## src/rtl/pipe_pkg.sv

```systemverilog
// rtl/pipe_pkg.sv - shared pipeline constants: ctrl bit map, bubble value, instruction field slices
package pipe_pkg;

  localparam int CTRL_W = 8;

  localparam int CTRL_REGDST   = 0;
  localparam int CTRL_ALUSRC   = 1;
  localparam int CTRL_MEMTOREG = 2;
  localparam int CTRL_REGWRITE = 3;
  localparam int CTRL_MEMREAD  = 4;
  localparam int CTRL_MEMWRITE = 5;
  localparam int CTRL_PCTOREG  = 6;
  localparam int CTRL_JR       = 7;

  localparam logic [CTRL_W-1:0] CTRL_BUBBLE = '0;

  localparam int RS_HI    = 25;
  localparam int RS_LO    = 21;
  localparam int RT_HI    = 20;
  localparam int RT_LO    = 16;
  localparam int RD_HI    = 15;
  localparam int RD_LO    = 11;
  localparam int FUNCT_HI = 5;
  localparam int FUNCT_LO = 0;

  typedef enum logic [1:0] {
    UPD_LOAD   = 2'd0,
    UPD_HOLD   = 2'd1,
    UPD_BUBBLE = 2'd2
  } upd_e;

  // Hold beats flush, flush/load-use beat a normal load; reset is handled at the flop.
  function automatic upd_e select_update(input logic hold, input logic flush,
                                         input logic load_use);
    if (hold) begin
      return UPD_HOLD;
    end
    if (flush || load_use) begin
      return UPD_BUBBLE;
    end
    return UPD_LOAD;
  endfunction

endpackage

```

## src/rtl/hazard_detect.sv

```systemverilog
// rtl/hazard_detect.sv - load-use hazard detection between the EX load and the ID instruction
module hazard_detect
  import pipe_pkg::*;
(
  input  logic       ex_valid,
  input  logic       ex_mem_read,
  input  logic [4:0] ex_rt,
  input  logic [4:0] id_rs,
  input  logic [4:0] id_rt,
  input  logic       flush,
  output logic       load_use,
  output logic       stall
);

  // A bubble has valid=0 and MemRead=0, so it can never raise a stall.
  always_comb begin
    load_use = ex_valid && ex_mem_read && (ex_rt != 5'd0) &&
               ((ex_rt == id_rs) || (ex_rt == id_rt));
    stall    = load_use && !flush;
  end

endmodule

```

## src/rtl/id_ex_stage.sv

```systemverilog
// rtl/id_ex_stage.sv - ID/EX pipeline register with load-use bubble insertion
// Optional stall counter output enabled by macro ID_EX_STALL_CNT_EN.
module id_ex_stage
  import pipe_pkg::*;
#(
  parameter int DW = 32
) (
  input  logic              clk,
  input  logic              rst_n,
  input  logic              hold,
  input  logic              flush,
  input  logic [31:0]       IF_ID_instr,
  input  logic [DW-1:0]     IF_ID_pc_add_out,
  input  logic [DW-1:0]     regfile_out1,
  input  logic [DW-1:0]     regfile_out2,
  input  logic [DW-1:0]     ext,
  input  logic [CTRL_W-1:0] ctrl_in,
  output logic              stall,
  output logic              ID_EX_valid,
  output logic [CTRL_W-1:0] ID_EX_ctrl,
  output logic [DW-1:0]     ID_EX_pc_add_out,
  output logic [DW-1:0]     ID_EX_regfile_out1,
  output logic [DW-1:0]     ID_EX_regfile_out2,
  output logic [DW-1:0]     ID_EX_ext,
  output logic [4:0]        ID_EX_rs,
  output logic [4:0]        ID_EX_rt,
  output logic [4:0]        ID_EX_rd,
`ifdef ID_EX_STALL_CNT_EN
  output logic [31:0]       stall_cnt,
`endif
  output logic [5:0]        ID_EX_funct
);

  logic              valid_q, valid_d;
  logic [CTRL_W-1:0] ctrl_q, ctrl_d;
  logic [DW-1:0]     pc_q, pc_d;
  logic [DW-1:0]     rd1_q, rd1_d;
  logic [DW-1:0]     rd2_q, rd2_d;
  logic [DW-1:0]     ext_q, ext_d;
  logic [4:0]        rs_q, rs_d;
  logic [4:0]        rt_q, rt_d;
  logic [4:0]        rd_q, rd_d;
  logic [5:0]        funct_q, funct_d;

  logic [4:0] id_rs, id_rt, id_rd;
  logic [5:0] id_funct;
  logic       load_use;
  upd_e       upd;
  logic       unused_instr_bits;

  assign id_rs    = IF_ID_instr[RS_HI:RS_LO];
  assign id_rt    = IF_ID_instr[RT_HI:RT_LO];
  assign id_rd    = IF_ID_instr[RD_HI:RD_LO];
  assign id_funct = IF_ID_instr[FUNCT_HI:FUNCT_LO];
  assign unused_instr_bits = ^{IF_ID_instr[31:26], IF_ID_instr[10:6]};

  hazard_detect u_hazard_detect (
    .ex_valid    (valid_q),
    .ex_mem_read (ctrl_q[CTRL_MEMREAD]),
    .ex_rt       (rt_q),
    .id_rs       (id_rs),
    .id_rt       (id_rt),
    .flush       (flush),
    .load_use    (load_use),
    .stall       (stall)
  );

  always_comb begin
    upd     = select_update(hold, flush, load_use);
    valid_d = valid_q;
    ctrl_d  = ctrl_q;
    pc_d    = pc_q;
    rd1_d   = rd1_q;
    rd2_d   = rd2_q;
    ext_d   = ext_q;
    rs_d    = rs_q;
    rt_d    = rt_q;
    rd_d    = rd_q;
    funct_d = funct_q;
    case (upd)
      UPD_BUBBLE: begin
        valid_d = 1'b0;
        ctrl_d  = CTRL_BUBBLE;
        pc_d    = '0;
        rd1_d   = '0;
        rd2_d   = '0;
        ext_d   = '0;
        rs_d    = '0;
        rt_d    = '0;
        rd_d    = '0;
        funct_d = '0;
      end
      UPD_LOAD: begin
        valid_d = 1'b1;
        ctrl_d  = ctrl_in;
        pc_d    = IF_ID_pc_add_out;
        rd1_d   = regfile_out1;
        rd2_d   = regfile_out2;
        ext_d   = ext;
        rs_d    = id_rs;
        rt_d    = id_rt;
        rd_d    = id_rd;
        funct_d = id_funct;
      end
      default: ;
    endcase
  end

  always_ff @(posedge clk) begin
    if (!rst_n) begin
      valid_q <= 1'b0;
      ctrl_q  <= '0;
      pc_q    <= '0;
      rd1_q   <= '0;
      rd2_q   <= '0;
      ext_q   <= '0;
      rs_q    <= '0;
      rt_q    <= '0;
      rd_q    <= '0;
      funct_q <= '0;
    end else begin
      valid_q <= valid_d;
      ctrl_q  <= ctrl_d;
      pc_q    <= pc_d;
      rd1_q   <= rd1_d;
      rd2_q   <= rd2_d;
      ext_q   <= ext_d;
      rs_q    <= rs_d;
      rt_q    <= rt_d;
      rd_q    <= rd_d;
      funct_q <= funct_d;
    end
  end

`ifdef ID_EX_STALL_CNT_EN
  logic [31:0] stall_cnt_q, stall_cnt_d;

  // Count only edges where the stall actually takes effect, saturating at all-ones.
  always_comb begin
    stall_cnt_d = stall_cnt_q;
    if (stall && !hold && (stall_cnt_q != 32'hFFFF_FFFF)) begin
      stall_cnt_d = stall_cnt_q + 32'd1;
    end
  end

  always_ff @(posedge clk) begin
    if (!rst_n) begin
      stall_cnt_q <= '0;
    end else begin
      stall_cnt_q <= stall_cnt_d;
    end
  end

  assign stall_cnt = stall_cnt_q;
`endif

  assign ID_EX_valid        = valid_q;
  assign ID_EX_ctrl         = ctrl_q;
  assign ID_EX_pc_add_out   = pc_q;
  assign ID_EX_regfile_out1 = rd1_q;
  assign ID_EX_regfile_out2 = rd2_q;
  assign ID_EX_ext          = ext_q;
  assign ID_EX_rs           = rs_q;
  assign ID_EX_rt           = rt_q;
  assign ID_EX_rd           = rd_q;
  assign ID_EX_funct        = funct_q;

endmodule

```

## config.mk

```make
export PLATFORM = sky130hd
export DESIGN_NAME = id_ex_stage
export DESIGN_NICKNAME = d
export VERILOG_FILES = /design/src/rtl/pipe_pkg.sv /design/src/rtl/hazard_detect.sv /design/src/rtl/id_ex_stage.sv
export SDC_FILE = /design/constraint.sdc
export NUM_CORES = 1
export LEC_CHECK = 0
export BUFFER_PORTS_ARGS = -buffer_cell sky130_fd_sc_hd__buf_2
export CAP_MARGIN = 20
export CORE_AREA = 2 2 129 131
export CTS_BUF_LIST = sky130_fd_sc_hd__clkbuf_16
export CTS_CLUSTER_DIAMETER = 200
export CTS_CLUSTER_SIZE = 20
export DETAILED_ROUTE_END_ITERATION = 7
export DIE_AREA = 0 0 131 133
export HOLD_SLACK_MARGIN = 0.12
export PLACE_DENSITY_LB_ADDON = 0.05
export SYNTH_ARGS = -nofsm -noshare
export SYNTH_HDL_FRONTEND = slang
export SYNTH_SLANG_ARGS = --single-unit
```

## constraint.sdc

```tcl
create_clock -name clk -period 1.95 [get_ports clk]
set_input_delay 0.0975 -clock clk [delete_from_list [all_inputs] [get_ports clk]]
set_output_delay 0.0975 -clock clk [all_outputs]
set_load 0.01 [all_outputs]
```

# --- Word-level counts from Yosys, hierarchy flattened ---
# Cells that the tools add are included.
word_totals:
  out_inout_bits: 159
  register_bits: 158
  wordCells: 40
  inputBits: 172
classes:
  mux: 17
  reduce_logical: 10
  eq_ne: 3
ops:
  columns: ["operator", "n"]
  rows:
  - ["$pmux W32 S2", 4]
  - ["$pmux W5 S2", 3]
  - ["$pmux W8 S2", 1]
  - ["$pmux W6 S2", 1]
  - ["$eq A5 B5 Y1", 2]
  - ["$mux W2", 4]
  - ["$reduce_bool A5 Y1", 1]
  - ["$logic_and A1 B1 Y1", 4]
  - ["$mux W1", 3]
  - ["$eq A2 B2 Y1 const B", 1]
  - ["$logic_not A2 Y1", 1]
  - ["$logic_or A1 B1 Y1", 2]
  - ["$pmux W1 S2", 1]
  - ["$reduce_bool A2 Y1", 1]
  - ["$logic_not A1 Y1", 1]

# --- Longest topological paths before layout ---
# Gate-level depths: netlist (run 1).
logic_depth:
  word_depth: 10
  mapped_depth: 7
  depth_no_buf: 4

# --- By module ---
# A second synthesis (run 1) with hierarchy kept.
unflattened:
  cells_unflattened: 738
  hier_area_um2: 7201.9
by_module_without_submodules:
  columns: ["mod", "cells_per_inst", "area_per_inst_um2", "instances", "seq_area_each_um2"]
  rows:
  - ["id_ex_stage", 718, 7051.8, 1, 3163.0]
  - ["hazard_detect", 20, 150.1, 1, 0.0]

# --- Worst setup path after synthesis (run 1) ---
# OpenSTA, ideal clock, no wires.
synth_path:
  kind: "register to register"
  startpoint: "reg rt_q[4] (netlist: ID_EX_rt[4])"
  endpoint: "reg rs_q[2] (netlist: ID_EX_rs[2])"
  slack_ns: 0.239
  period_less_slack_ns: 1.711
  stages_incl_launch_ff: 7
  path_buffers: 2
  arrival_time_ns: 1.580
  setup_ns: 0.131
  required_ns: 1.819
  path_cell_list: "dfxtp_1 > xnor2_1 > nand3_1 > o22ai_1 > buf_2 > clkbuf_1 > o21ai_0"
synth_between:
  elab_chain_cells: 10
  word_cells_on_any_way: 16
  classes_between: "eq/ne (3); mux (6); reduce/logical (7)"
synth_lines:
  columns: ["item", "line_no", "source"]
  rows:
  - ["from (decl)", "id_ex_stage.sv:41", "logic [4:0] rt_q, rt_d;"]
  - ["from (signal assigned)", "id_ex_stage.sv:129", "rt_q <= rt_d;"]
  - ["$eq A5 B5 Y1 or $reduce_bool A5 Y1 (tied branches)", "hazard_detect.sv:18, hazard_detect.sv:17", null]
  - ["$logic_or A1 B1 Y1 or $logic_and A1 B1 Y1 (tied branches)", "hazard_detect.sv:18, hazard_detect.sv:17", null]
  - ["$logic_and A1 B1 Y1 (*)", "hazard_detect.sv:17", "load_use = ex_valid && ex_mem_read && (ex_rt != 5'd0) &&"]
  - ["$logic_or A1 B1 Y1 (*)", "pipe_pkg.sv:38", "if (flush || load_use) begin"]
  - ["$mux W1 (2 in a row)", "pipe_pkg.sv:38", null]
  - ["$mux W2 (*)", "pipe_pkg.sv:41", "return UPD_LOAD;"]
  - ["$mux W2 (*)", "pipe_pkg.sv:38", null]
  - ["$eq A2 B2 Y1 or $logic_not A2 Y1 (tied branches)", "id_ex_stage.sv:80", "case (upd)"]
  - ["$pmux W5 S2 or $reduce_bool A2 Y1 (tied branches)", null, null]
  - ["to (signal assigned)", "id_ex_stage.sv:128", "rs_q <= rs_d;"]
  - ["to (decl)", "id_ex_stage.sv:40", "logic [4:0] rs_q, rs_d;"]
# Every way passes the cells marked *; elsewhere a longest branch is shown, timed or not. The select of a mux whose other input is x is not followed.
# A chain may end at the register's enable or synchronous reset.

# --- Final worst setup path (run 1) ---
layout_path:
  startpoint: "reg rt_q[0] (netlist: ID_EX_rt[0])"
  endpoint: "out stall"
layout_between:
  elab_chain_cells: 4
  word_cells_on_any_way: 7
  classes_between: "eq/ne (2); reduce/logical (5)"
layout_lines:
  columns: ["item", "line_no", "source"]
  rows:
  - ["$eq A5 B5 Y1 or $reduce_bool A5 Y1 (tied branches)", "hazard_detect.sv:18, hazard_detect.sv:17", null]
  - ["$logic_or A1 B1 Y1 or $logic_and A1 B1 Y1 (tied branches)", "hazard_detect.sv:18, hazard_detect.sv:17", null]
  - ["$logic_and A1 B1 Y1 (*)", "hazard_detect.sv:17", null]
  - ["$logic_and A1 B1 Y1 (*)", "hazard_detect.sv:19", "stall = load_use && !flush;"]
  - ["to (decl)", "id_ex_stage.sv:18", "output logic stall,"]
# Every way passes the cells marked *; elsewhere a longest branch is shown, timed or not.

==> flow_metrics.env, run 1 <==
export IMPL_status="complete, no violations"
export IMPL_grt_pass1_vias=7072
export IMPL_yosysWarnings=0
export IMPL_start_kind="flop"
export IMPL_rows=47
export IMPL_synth_commonest_cells="160 x nand2_1, 158 x dfxtp_1, 157 x a32oi_1"
export IMPL_regArea_um2=3170
export IMPL_drv_slew=0
export IMPL_yosys_cell_types_count=18
export IMPL_synthToLayoutAreaGrowth_pct=67.5
export IMPL_ioPinCount=331
export IMPL_slew_headroom_pct=63.6
export IMPL_num_vias=7548
export IMPL_core_area_um2=16200
export IMPL_clock_sinks=158
export IMPL_maxCapViolCount=0
export IMPL_crit_type="reg2out"
export IMPL_ys_seq_area_share_pct=48.9
export IMPL_grt_ovfl_total=0
export IMPL_grt_pass1_wl_um=35800
export IMPL_wl_per_cell_um=16.4
export IMPL_synth_top_cell_area_share_pct=48.9
export IMPL_cts_tree="built"
export IMPL_start_util_pct=40.0
export IMPL_period_needed_ps=1930
export IMPL_grt_max_degree=87
export IMPL_port_buffers=319
export IMPL_viasPerCell=5.29
export IMPL_multi_input_area_um2=3010
export IMPL_synth_ff_type="dfxtp_1"
export IMPL_place_congestion=0.774
export IMPL_postPlaceCellArea_um2=8360
export IMPL_drc_errors=0
export IMPL_clock_skew_ps=10.0
export IMPL_path_max_fanout=4
export IMPL_powerDensity_nw_per_um2=791
export IMPL_clockRootBuffer="clkbuf_16"
export IMPL_rsz0062_at_grt="yes"
export IMPL_netlist_instances=741
export IMPL_setup_tns_ps=0
export IMPL_utilization_pct=67.1
export IMPL_synthTopCellsByArea="dfxtp_1 49%, a32oi_1 21%, nand2_1 9.3%"
export IMPL_peakVddDrop_v=0.000591
export IMPL_clock_fmax_ghz=0.518
export IMPL_tightest_slew_ps=546
export IMPL_cts_buffers=17
export IMPL_period_share_pct=98.9
export IMPL_final_area_um2=10800
export IMPL_cts_clk_slew_worst_paths_ps=60
export IMPL_fillers=1304
export IMPL_die_area_um2=17400
export IMPL_clk_path_buf_depth=2
export IMPL_yosysMostFrequentCell="nand2_1"
export IMPL_antenna_found_initial=0
export IMPL_fin_nets=1365
export IMPL_setup_slack_ps=20.6
export IMPL_crit_path_end_kind="output port"
export IMPL_insertion_delay_ps=420
export IMPL_diodes=0
export IMPL_arrival_ps=1830
export IMPL_synth_edf_count=0
export IMPL_drive_above_1_share_pct=33.4
export IMPL_syn_area_per_cell_um2=8.74
export IMPL_drt_iter0_drc=456
export IMPL_syn_nets=913
export IMPL_p_leak_nw=4.63
export IMPL_cts_htree_levels=4
export IMPL_syn_area_um2=6470
export IMPL_yosys_area_top_type="dfxtp_1"
export IMPL_grt_usage_pct=25.7
export IMPL_antenna_left=0
export IMPL_drt_pass1_iterations=5
export IMPL_hold_path_class="in2reg"
export IMPL_die_w_um=131
export IMPL_finalSetupViolCount=0
export IMPL_pre_cts_slack_ps=82.7
export IMPL_hold_viol_final=0
export IMPL_cp_required_ps=1850
export IMPL_routed_wl_um=23300
export IMPL_die_h_um=133
export IMPL_async_flop_share_pct=0
export IMPL_post_dp_hpwl_um=13800
export IMPL_synth_seq_cells=158
-- metrics by stage --
| step | std cells | hold slack (ps) | power [mW] |
|---|---|---|---|
| after floorplan | 741 | 230 | 4.24 |
| after global placement | 1221 | 346 | 4.86 |
| after detailed placement | 1221 | 351 | 4.88 |
| after CTS | 1421 | 290 | 8.61 |
| after global routing | 1426 | 332 | 8.95 |
| final | 1426 | 293 | 8.58 |
-- placed cells by master (no fill, tap or decap) --
master / count
bufinv_16: 4
clkinv_1: 4
nand2_1: 160
a22oi_1: 1
inv_1: 2
xnor2_2: 5
dfxtp_2: 2
o22ai_4: 1
nor3b_4: 1
dlygate4sd3_1: 159
o21ai_1: 55
nor2_1: 1
nand3_2: 2
bufbuf_16: 2
a32oi_1: 157
clkbuf_16: 18
and2_4: 2
clkinv_2: 1
o21ai_0: 103
clkinvlp_4: 3
buf_4: 23
o211ai_4: 1
clkinv_4: 1
buf_2: 319
buf_6: 2
buf_16: 2
xnor2_1: 5
buf_12: 13
dfxtp_1: 156
or4_4: 1
-- flip-flops by register name, indices dropped and copies added, names as in the netlist --
name / cells
ID_EX_ctrl: 8
ID_EX_ext: 32
ID_EX_funct: 6
ID_EX_pc_add_out: 32
ID_EX_rd: 5
ID_EX_regfile_out1: 32
ID_EX_regfile_out2: 32
ID_EX_rs: 5
ID_EX_rt: 5
ID_EX_valid: 1
-- per-layer routing --
layer | GRT usage (%) | part of all wire, % | vias up
li1 | - | - | 3730
met1 | 32.2 | 43 | 3509
met2 | 42.5 | 48 | 275
met3 | 6.35 | 6.5 | 34
met4 | 9.16 | 2.0 | 0
met5 | 0 | 0 | -
-- cell families (layout without fill, tap and decap cells) --
group / after synthesis / in the layout / synth area share, %
buf+inv: 88 / 553 / 6.03
simple gates: 167 / 167 / 9.91
xor+xnor: 10 / 10 / 1.35
compound gates: 318 / 318 / 33.9
flops: 158 / 158 / 48.9
-- timing repair --
| item | 4_1_cts | 5_1_grt |
|---|---|---|
| cloned | 4 | 1 |
| setup endpoints to repair | 1 | 115 |
| pin swaps | 4 | 6 |
| setup buffers | 5 | 4 |
| hold endpoints to repair | 158 | 0 |
| resized for setup | 3 | 17 |
| hold buffers | 159 | 0 |
-- worst paths after layout --
check | slack (ps) | endpoint | start | cells after the start
hold / removal | 290 | ID_EX_funct[3] | hold | 4
hold reg to reg | 460 | ID_EX_rs[4] | ID_EX_rs[4] | 2
setup / recovery | 20 | stall | ID_EX_rt[0] | 7
setup reg to reg | 50 | ID_EX_regfile_out2[20] | ID_EX_rt[0] | 7
-- critical path, cell delays in order, from the launching register on --
cell and delay [ps]:
dfxtp_2 320, buf_4 150, xnor2_2 150, nand3_2 120, o22ai_4 220, buf_12 130, nor3b_4 170, buf_2 160
-- cell type report --
type                       instances  share of cell area (%)
clock buffer                      17                    3.92
clock inverter                    15                    1.65
multi-input combinational        495                    27.8
sequential                       158                    29.2
tap                              220                    2.54
timing repair buffer             521                    34.9
-- report_power, final --
part	switching [mW]	internal (mW)	leakage, nW
Clock	1.31	2.11	0.291
Combinational	0.768	0.770	3.04
Sequential	0.130	3.48	1.30
Note: power is estimated with default switching activity, not from simulation.
==> inputs of run 2 (changes only) <==
--- a/config.mk
+++ b/config.mk
@@ -7,14 +7,15 @@
 export LEC_CHECK = 0
 export BUFFER_PORTS_ARGS = -buffer_cell sky130_fd_sc_hd__buf_2
 export CAP_MARGIN = 20
-export CORE_AREA = 2 2 129 131
+export CORE_MARGIN = 2
+export CORE_UTILIZATION = 47
 export CTS_BUF_LIST = sky130_fd_sc_hd__clkbuf_16
 export CTS_CLUSTER_DIAMETER = 200
 export CTS_CLUSTER_SIZE = 20
 export DETAILED_ROUTE_END_ITERATION = 7
-export DIE_AREA = 0 0 131 133
 export HOLD_SLACK_MARGIN = 0.12
 export PLACE_DENSITY_LB_ADDON = 0.05
 export SYNTH_ARGS = -nofsm -noshare
 export SYNTH_HDL_FRONTEND = slang
+export SYNTH_HIERARCHICAL = 1
 export SYNTH_SLANG_ARGS = --single-unit
==> run 2 against run 1 <==
  * The run now ends with setup timing left
  * Synthesized cell count decreased by 0.40%
  * Combinational power shrank 25%
  * Flip-flop and latch count did not move
  * Final cell count is 3.4% lower
  * Clock power decreased by 1%
  * Hold slack worse by 150 ps
  * Global-route usage rose by 0.90 points
  * Via count shrank 5.6%
  * Sequential share of layout area decreased by 0.88 points
  * Area after synthesis grew 11%
  * First-iteration DRC count is 19% lower
  * Critical endpoint is now ID_EX_regfile_out1[12]
  * Largest cell class is now multi-input combinational cells
  * Largest power group unchanged
  * Highest routed layer unchanged
==> flow_metrics.env, run 2 <==
export IMPL_core_area_um2=15100
export IMPL_grt_pass1_vias=6983
export IMPL_p_total_mw=7.95
export IMPL_start_kind="flop"
export IMPL_synth_ff_type="dfxtp_1"
export IMPL_netlist_instances=738
export IMPL_period_needed_ps=2090
export IMPL_post_dp_hpwl_um=13600
export IMPL_hold_viol_final=0
export IMPL_grt_pass1_wl_um=35000
export IMPL_critPathSlowestCell="or4_4"
export IMPL_yosysMostFrequentCell="nand2_1"
export IMPL_die_area_um2=16300
export IMPL_crit_chain="or4_4 -> nor2_4 -> nor3_4 -> buf_12 -> or4b_1 -> a21boi_1"
export IMPL_num_vias=7127
export IMPL_grt_usage_pct=26.6
export IMPL_syn_nets=910
export IMPL_setup_slack_ps=-141
export IMPL_syn_area_um2=7200
export IMPL_port_buffers=319
export IMPL_ys_seq_area_share_pct=43.9
export IMPL_postPlaceCellArea_um2=8890
export IMPL_rsz0062_at_grt="yes"
export IMPL_yosysWarnings=6
export IMPL_drive_above_1_share_pct=34.7
export IMPL_cp_required_ps=2290
export IMPL_clockRootBuffer="clkbuf_16"
export IMPL_status="finished, violations left"
export IMPL_rr_endpoint="ID_EX_regfile_out1[12]"
export IMPL_pre_cts_slack_ps=-146
export IMPL_synth_commonest_cells="159 x nand2_1, 158 x a21boi_1, 158 x dfxtp_1"
export IMPL_start_util_pct=47.7
export IMPL_min_delay_start="hold"
export IMPL_synth_edf_count=0
export IMPL_cts_clk_slew_worst_paths_ps=60
export IMPL_rows=45
export IMPL_drc_errors=0
export IMPL_antenna_left=0
export IMPL_viasPerCell=5.17
export IMPL_fin_cells=1378
export IMPL_crit_cells=6
export IMPL_r2r_cells=6
export IMPL_numPlacedInstances=1186
export IMPL_diodes=0
export IMPL_final_common_cell="buf_2"
export IMPL_critPathBufInv=1
export IMPL_antenna_found_initial=0
export IMPL_grt_max_degree=76
export IMPL_hold_path_class="in2reg"
export IMPL_cts_htree_levels=4
export IMPL_final_area_um2=11200
export IMPL_tightest_slew_ps=739
export IMPL_reg2reg_from="ID_EX_rt[4]"
export IMPL_whs_path_depth=3
export IMPL_p_leak_nw=4.97
export IMPL_peakVddDrop_v=0.000679
export IMPL_wl_per_cell_um=16.1
export IMPL_slowest_delay_ps=540
export IMPL_die_h_um=128
export IMPL_grt_ovfl_total=0
export IMPL_clk_path_buf_depth=2
export IMPL_drt_iter0_drc=368
export IMPL_syn_area_per_cell_um2=9.76
export IMPL_cts_tree="built"
export IMPL_drt_pass1_iterations=4
export IMPL_synthToLayoutAreaGrowth_pct=55.5
export IMPL_path_max_fanout=41
export IMPL_maxCapViolCount=0
export IMPL_powerDensity_nw_per_um2=710
export IMPL_ioPinCount=331
export IMPL_cp_top_family="simple AND/OR/NAND/NOR gates"
export IMPL_reg2reg_setup_slack_ps=-140
export IMPL_routed_wl_um=22200
export IMPL_yosys_cell_types_count=15
export IMPL_hold_end="ID_EX_rt[0]"
export IMPL_layout_common_cells="316 x buf_2, 159 x nand2_1, 157 x dlygate4sd3_1, 154 x dfxtp_1, 147 x or4b_1"
export IMPL_crit_type="reg2reg"
export IMPL_drv_slew=0
export IMPL_clock_skew_ps=7.24
export IMPL_period_share_pct=107
export IMPL_violations="setup timing"
export IMPL_fin_nets=1349
export IMPL_slew_headroom_pct=50.7
export IMPL_clock_fmax_ghz=0.478
export IMPL_insertion_delay_ps=420
export IMPL_clock_sinks=158
export IMPL_die_w_um=128
export IMPL_place_congestion=0.779
export IMPL_synthTopCellsByArea="dfxtp_1 44%, or4b_1 22%, a21boi_1 16%"
export IMPL_synth_top_cell_area_share_pct=43.9
export IMPL_cts_buffers=17
export IMPL_finalSetupViolCount=151
export IMPL_crit_path_end_kind="flop"
export IMPL_yosys_area_top_type="dfxtp_1"
export IMPL_async_flop_share_pct=0
export IMPL_arrival_ps=2430
export IMPL_synth_seq_cells=158
-- run 2: cell types whose count changed after synthesis, sizes merged, moves of 2 or more --
cell / before / now
xnor2: 10 / 0
nand3: 2 / 0
o21ai: 158 / 0
a21boi: 0 / 158
nor3: 0 / 3
and2: 2 / 0
clkbuf: 66 / 39
nor2: 1 / 3
xor2: 0 / 10
a32oi: 157 / 0
or4b: 0 / 157
buf: 22 / 47
-- run 2: per-layer routing --
metal / routed length, um / global-route usage, % / up-vias
li1: - / - / 3562
met1: 9360 / 32.2 / 3288
met2: 10800 / 44.8 / 234
met3: 1440 / 7.55 / 43
met4: 579 / 10.2 / 0
met5: 0 / 0 / -
-- run 2: worst reg2reg max path: cells and delay by family (launching register included) --
family	cells	cell delay, ps
AND/OR/NAND/NOR	4	1330
flip-flops	1	340
buffers and inverters	1	190
AO/OA/AOI/OAI	1	150
-- run 2: layout make-up --
class | count | area [um^2]
clock inverters | 14 | 150
fillers | 1138 | 3890
well taps | 188 | 235
flip-flops and latches | 158 | 3170
multi-input cells | 495 | 3650
clock buffers | 18 | 450
repair buffers | 505 | 3540
-- run 2: per-stage QoR --
| step | util [%] | TNS, ps | hold WS, ps |
|---|---|---|---|
| final | 74.2 | -13060 | 147 |
| after floorplan | - | -11850 | 229 |
| after detailed placement | 58.9 | -16850 | 440 |
| after CTS | 73.5 | -16600 | 134 |
| after global routing | 74.2 | -26810 | 148 |
| after global placement | 58.9 | -12830 | 435 |
-- run 2: power breakdown --
part / switching (mW) / internal (mW) / total (mW)
clock network: 1.31 / 2.06 / 3.38
registers: 0.0626 / 3.35 / 3.42
logic: 0.500 / 0.657 / 1.16
-- run 2: repair_timing --
| item | in CTS | in global routing |
|---|---|---|
| pin swaps | 14 | 12 |
| resized for setup | 2 | 29 |
| endpoints found under the setup margin | 156 | 159 |
| endpoints found under the hold margin | 157 | 0 |
| setup buffers | 2 | 0 |
| hold buffers | 157 | 0 |
| gates cloned | 1 | 0 |
-- run 2: logic make-up (layout without fill, tap and decap cells) --
logic type	Yosys count	count (layout)	synth area share, %
compound gates	159	159	16.6
xor+xnor	10	10	1.22
buf+inv	86	537	7.38
flops	158	158	43.9
simple gates	325	326	30.9
-- run 2: how the worst max path moves through the flow --
stage	start	end
after floorplan	ID_EX_rt[4]	ID_EX_ext[0]
after global placement	ID_EX_rt[0]	ID_EX_pc_add_out[19]
after detailed placement	ID_EX_rt[0]	ID_EX_pc_add_out[5]
after CTS	ID_EX_rt[4]	ID_EX_regfile_out1[6]
after global routing	ID_EX_rt[4]	ID_EX_pc_add_out[31]
final	ID_EX_rt[4]	ID_EX_regfile_out1[12]
